--- src/rtl/buffer2axis.sv ---
// Streams a captured binary grid out over AXI4-Stream, one color per cell in row-major order.
// A frame is captured whole in IDLE and replayed from private copies, so inputs may change freely while it is sent.
module buffer2axis #(
  parameter int DWIDTH = 32,
  parameter int WIDTH  = 32,
  parameter int HEIGHT = 32
) (
  input  logic                     clk,
  input  logic                     rst,
  input  logic [DWIDTH-1:0]        alive_color,
  input  logic [DWIDTH-1:0]        dead_color,
  input  logic [WIDTH*HEIGHT-1:0]  in_data,
  input  logic                     in_valid,
  output logic                     in_ready,
  output logic [DWIDTH-1:0]        M_AXIS_TDATA,
  output logic                     M_AXIS_TVALID,
  input  logic                     M_AXIS_TREADY,
  output logic                     M_AXIS_TLAST,
  output logic                     M_AXIS_TUSER,
  output logic                     frame_done
);

  localparam int N  = WIDTH * HEIGHT;
  localparam int CW = (N > 1) ? $clog2(N) : 1;
  localparam logic [CW-1:0] LAST = CW'(N - 1);

  typedef enum logic {IDLE, SEND} state_t;

  state_t            state;
  logic [CW-1:0]     cnt;
  logic [CW-1:0]     cnt_next;
  logic              last_beat;
  logic              accept;
  logic              advance;
  logic [N-1:0]      grid_q;
  logic [DWIDTH-1:0] alive_q;
  logic [DWIDTH-1:0] dead_q;

  assign cnt_next  = cnt + CW'(1);
  assign last_beat = (cnt == LAST);
  assign accept    = (state == IDLE) && in_valid;
  // Only the registered TVALID qualifies a transfer, so TREADY never reaches an output combinationally.
  assign advance   = (state == SEND) && M_AXIS_TREADY;

  // Control path: state, cell counter and every handshake/sideband output are registered.
  always_ff @(posedge clk) begin
    if (rst) begin
      state         <= IDLE;
      cnt           <= '0;
      in_ready      <= 1'b1;
      M_AXIS_TVALID <= 1'b0;
      M_AXIS_TUSER  <= 1'b0;
      M_AXIS_TLAST  <= 1'b0;
      frame_done    <= 1'b0;
    end else begin
      frame_done <= 1'b0;
      case (state)
        IDLE: begin
          if (in_valid) begin
            state         <= SEND;
            cnt           <= '0;
            in_ready      <= 1'b0;
            M_AXIS_TVALID <= 1'b1;
            M_AXIS_TUSER  <= 1'b1;
            M_AXIS_TLAST  <= (N == 1);
          end
        end
        SEND: begin
          if (M_AXIS_TREADY) begin
            if (last_beat) begin
              state         <= IDLE;
              cnt           <= '0;
              in_ready      <= 1'b1;
              M_AXIS_TVALID <= 1'b0;
              M_AXIS_TUSER  <= 1'b0;
              M_AXIS_TLAST  <= 1'b0;
              frame_done    <= 1'b1;
            end else begin
              cnt          <= cnt_next;
              M_AXIS_TUSER <= 1'b0;
              M_AXIS_TLAST <= (cnt_next == LAST);
            end
          end
        end
        default: state <= IDLE;
      endcase
    end
  end

  // NOTE: the grid, color copies and TDATA carry no reset: their contents are only
  // observed while TVALID is high, and a reset-free data path stays a plain enable flop.
  always_ff @(posedge clk) begin
    if (accept) begin
      grid_q       <= in_data;
      alive_q      <= alive_color;
      dead_q       <= dead_color;
      M_AXIS_TDATA <= in_data[0] ? alive_color : dead_color;
    end else if (advance && !last_beat) begin
      M_AXIS_TDATA <= grid_q[cnt_next] ? alive_q : dead_q;
    end
  end

endmodule
--- config.mk ---
export PLATFORM = sky130hd
export DESIGN_NAME = buffer2axis
export DESIGN_NICKNAME = d
export VERILOG_FILES = /design/src/rtl/buffer2axis.sv
export SDC_FILE = /design/constraint.sdc
export NUM_CORES = 1
export LEC_CHECK = 0
export ABC_CLOCK_PERIOD_IN_PS = 10600
export CORE_AREA = 2 2 446 448
export DETAILED_ROUTE_END_ITERATION = 7
export DIE_AREA = 0 0 448 450
export GPL_ROUTABILITY_DRIVEN = 0
export PLACE_DENSITY_LB_ADDON = 0.15
export SETUP_SLACK_MARGIN = 0.1
export SLEW_MARGIN = 20
export SYNTH_ARGS = -nofsm -noshare
export SYNTH_HDL_FRONTEND = slang
export SYNTH_SLANG_ARGS = --single-unit
--- constraint.sdc ---
create_clock -name clk -period 10.6 [get_ports clk]
set_clock_uncertainty 0.2 [all_clocks]
set_input_delay 1.59 -clock clk [delete_from_list [all_inputs] [get_ports clk]]
set_output_delay 1.59 -clock clk [all_outputs]
set_load 0.05 [all_outputs]
# Word level (Yosys, flattened, before mapping)

Index checks and enable logic that the tools add are counted.

Add/sub/neg operators: 1
$lt $le $gt $ge: 1
Equality and inequality tests: 5
Muxes and demuxes: 28
Bitwise operators: 2
Reductions and logical operators: 8

Operator list:

| kind                                                                     | number |
|---|---|
| 32-bit two-way mux                                                       | 4 |
| 10-bit two-way mux                                                       | 3 |
| 10-bit == test (second input constant)                                   | 2 |
| 10-bit case mux with 2 select lines                                      | 1 |
| 1-bit two-way mux                                                        | 14 |
| 10-bit by 11-bit < comparator with 1-bit output (second input constant)  | 1 |
| 10-bit by 1-bit adder with 10-bit output (second input constant)         | 1 |
| 1-bit binary-select mux with 10-bit select                               | 1 |
| 1-bit case mux with 2 select lines                                       | 5 |
| 2-bit inequality test (second input constant)                            | 2 |
| 1-bit logical AND                                                        | 3 |
| 3-bit AND reduction                                                      | 1 |
| 3-bit OR reduction                                                       | 1 |
| 2-bit by 1-bit inequality test with 1-bit output (second input constant) | 1 |
| 1-bit NOT                                                                | 2 |
| 2-bit AND reduction                                                      | 1 |
| 2-bit nonzero test                                                       | 1 |
| 1-bit logical NOT                                                        | 1 |

Register bits: 1136
Bits of input ports: 1092
Output and inout port bits: 37

# Depth between registers and ports, before layout

Word-level depth: 6
Mapped depth: 24

# Worst setup path before layout

Ideal clock, no wire load.

Kind: input to register
Start point: input port in_valid
End point: register M_AXIS_TDATA[22], data pin
Setup time: 0.525 ns
Data arrival time: 7.138 ns
Required time: 9.875 ns
Slack: 2.737 ns
Stages on the path: 5
Cell sequence: nand2b_1 -> inv_1 -> buf_6 -> buf_6 -> a22oi_1

Cells in the longest elaborated chain, start to end: 2

RTL lines:

| item                 | RTL line | source |
|---|---|---|
| from (decl)          | 13       | `input logic in_valid,` |
| 1-bit logical AND    | 41       | `assign accept = (state == IDLE) && in_valid;` |
| net accept           | 33       | `logic accept;` |
| 32-bit two-way mux   | 93       | `if (accept) begin` |
| to (signal assigned) | 97       | `M_AXIS_TDATA <= in_data[0] ? alive_color : dead_color;` |
| to (signal assigned) | 99       | `M_AXIS_TDATA <= grid_q[cnt_next] ? alive_q : dead_q;` |
| to (decl)            | 15       | `output logic [DWIDTH-1:0] M_AXIS_TDATA,` |

The timed path passes the listed nets, and every way through them passes these cells.
A chain may end at the register's enable or synchronous reset.

# Final worst setup path

Start point: register cnt[0]
End point: register M_AXIS_TDATA[29], data pin

Cells in the longest elaborated chain, start to end: 6

RTL lines:

| item                                       | RTL line | source |
|---|---|---|
| from (decl)                                | 30       | `logic [CW-1:0] cnt;` |
| from (signal assigned)                     | 79       | `cnt <= cnt_next;` |
| 10-bit by 1-bit adder with 10-bit output   | 39       | `assign cnt_next = cnt + CW'(1);` |
| 1-bit binary-select mux with 10-bit select | 99       |  |
| 1-bit two-way mux (not written as such)    | 99       |  |
| 32-bit two-way mux                         | 99       |  |
| 32-bit two-way mux                         | 98       | `end else if (advance && !last_beat) begin` |
| 32-bit two-way mux                         | 93       |  |

No other way between the ends. The select of a mux whose other input is x is not followed.

==> out/qor.txt <==
Synth Cell Area: 44470 um2
Initial antenna violation count: 92
Clk Tree Root Cell: clkbuf_16
Final slew viol count: 0
Vias in the first global route: 27.46k
Vias per std cell: 4.253
Uppermost layer routed: met5
Mean Syn Cell Area: 21.42 um2
Yosys reg bits: 1136
Clock buffer depth: 3
Global-route wire length before repair: 237.7 mm
Area share of the largest cell type after synthesis: 75.63%
Critical Path Start Type: register
Asr flop ratio synth: 0%
Port bufs: 1128
Grt total ovfl: 0
Floorplan Core Area: 196600 um2
Final setup viols: 0
CP max stage cell: dfxtp_4
Largest net degree at the start of global routing: 172
Routed WL: 179.5 mm
Slew @ Worst Pin: 1094 ps
Die width: 448 um
CP Buf/Inv Count: 2
Syn Nets: 3170
Max VDD drop: 0.1544 mV
Hold_buf cts: 0
Crit-path max FO: 32
Initial Utilization: 22.62%
Outcome: finished clean
Most common cell in the netlist: edfxtp_1
Vias: 25.64k
Post-Route M1 WL: 67.68 mm
Yosys cell types: 64
Length of routed met3 wiring: 12.46 mm
Worst Setup End Kind: register
Cells after Synth: 2076
Most frequent CP cell: buf_4
Synth area leader: edfxtp_1
1st-iter DRT viols: 1846
Worst stage delay on the critical path: 700 ps
Post-synthesis sequential area ratio: 76.35%
P_leak: 20.51 nW
I/O pin count: 1129
Top cells by area in the synthesized netlist: edfxtp_1 76%, mux4_2 13%, nand2_1 1.2%, mux2i_1 1.1%, mux4_1 1.0%
Final nets: 4353
Total global-route track usage: 17.43%
Final period util: 57.94%
DR WL met2: 95.65 mm
Final TNS setup: 0 ps
Rows: 163
Cell class contributing the biggest share of worst-path delay: compound AO/OA/AOI/OAI gates
DRT antenna net count: 0
Share of layout cells above drive strength 1: 14.98%
CTS Buf Count: 141
Crit path cell chain: buf_4 -> ha_1 -> nand3_1 -> xor2_4 -> buf_4 -> nor2_2 -> a32o_1 -> a2111oi_0 -> a221oi_1 -> a211o_1 -> nand2_2 -> o21ai_0 -> a22oi_1
PD cells: 181.9 nW/um2
Die area: 201600 um2
Clock network latency to the later pin of the worst-skew pair: 800 ps
EDFF count, synth: 1120
Worst slack, placed: 4170 ps
Kind of critical path: register to register
Worst setup margin: 4459 ps
Hpwl dp: 133.5 mm
Synthesis-to-finish area growth: 41.58%
Total number of yosys warnings: 0
Synth cell count leaders: 1120 x edfxtp_1, 262 x mux4_2, 146 x nand2_1, 70 x nand3_1, 48 x mux2i_1
Pre-antenna DRT Iters: 5
CTS tree: yes
Ys flop type: edfxtp_1
Die Y: 450 um
Peak Freq: 0.1628 GHz
Maxcap violations: 0
Post-CTS setup buffer count: 0
RSZ-0062 raised after global routing: false
Drt drc: 0
Period minus WS final: 6141 ps
Hold_ws: 259.8 ps
Post-CTS resize count: 0
H-tree depth: 4
Hold Path Class: register to register
Max transition margin: 27.07%
Clock slew at reported path FFs: 60 ps
CP Data Arrival Time: 6530 ps
CTS Sinks: 1136
Req. time, crit path: 10990 ps
Wire length per cell: 29.79 um
Endpoints failing hold: 0
power by group:
| part | switching [mW] | internal (mW) |
|---|---|---|
| combinational | 0.743 | 0.763 |
| sequential | 0.0860 | 5.26 |
| clock | 1.92 | 2.68 |
| total | 2.75 | 8.70 |
placed cells by master, fill, tap and decap left out, drive strengths merged, types with 3 or more instances in the layout:
cell type	n
diode	30
edfxtp	1120
clkinvlp	4
clkinv	37
and2	3
and3	10
xnor2	14
a221oi	3
o21ai	36
a31oi	37
mux4	279
a32oi	7
a32o	3
a211oi	3
dfxtp	16
o31ai	3
nor3	8
inv	13
mux2i	48
nand2	146
nand3	71
clkdlybuf4s50	1127
a22oi	39
bufinv	8
nand2b	6
xor2	8
nand4	18
a21oi	14
clkbuf	184
buf	34
nor2	34
stage by stage:
stage / total power, mW / instances / util [%] / instance area, um2
finish: 11.45 / 6028 / 32.02 / 62960
global placement: 6.992 / 5756 / 29.81 / 58600
CTS: 11.67 / 5998 / 31.98 / 62880
global route: 11.91 / 6015 / 32.01 / 62930
detailed placement: 6.988 / 5756 / 29.81 / 58600
floorplan: 6.165 / 2076 / - / 44470
final timing paths:
check	startpoint	end	slack, ps	depth (start not counted)
worst max-delay path	cnt[0]$_SDFFE_PP0P_	M_AXIS_TDATA[29]$_DFFE_PP_	4460	13
worst min-delay path	M_AXIS_TLAST$_SDFFE_PP0P_	M_AXIS_TLAST$_SDFFE_PP0P_	260	2
worst max register to register	cnt[0]$_SDFFE_PP0P_	M_AXIS_TDATA[29]$_DFFE_PP_	4460	13
worst min register to register	M_AXIS_TLAST$_SDFFE_PP0P_	M_AXIS_TLAST$_SDFFE_PP0P_	260	2
cells by family after synthesis:
group | Yosys count | share of synthesized area, %
AND/OR/NAND/NOR | 304 | 3.115
XOR/XNOR | 22 | 0.4671
flip-flops | 1136 | 76.35
multiplexers | 328 | 15.38
buffers and inverters | 125 | 2.240
AO/OA/AOI/OAI | 159 | 2.392
adder cells (fa/ha/maj) | 2 | 0.05626
registers in the layout (all words and copies together), names as in the netlist, 10 cells and up:
register and cells:
dead_q 32, grid_q 1024, M_AXIS_TDATA 32, alive_q 32
cnt 10
worst reg2reg max path: stages (launching register included):
cell       delay, ps
dfxtp_4          700
buf_4            620
ha_1             550
nand3_1          410
xor2_4           410
buf_4            360
nor2_2           240
a32o_1           320
a2111oi_0        510
a221oi_1         160
a211o_1          370
nand2_2          630
o21ai_0          230
a22oi_1          220
metal layers:
| metal | up-vias | global-route usage, % |
|---|---|---|
| met2 | 985 | 31.57 |
| li1 | 11115 | - |
| met1 | 13192 | 20.03 |
| met4 | 54 | 4.104 |
| met5 | - | 0 |
| met3 | 289 | 5.043 |
final cells by class:
| class | instances | area (um2) |
|---|---|---|
| fill | 19149 | 133600 |
| sequential | 1136 | 33960 |
| multi-input combinational | 815 | 9683 |
| tap | 2640 | 3303 |
| antenna | 30 | 75.07 |
| clock buffer | 184 | 3754 |
| clock inverter | 58 | 529.3 |
| timing repair buffer | 1161 | 11640 |
| inverter | 4 | 22.52 |
Power figures use the tool's default switching activity.
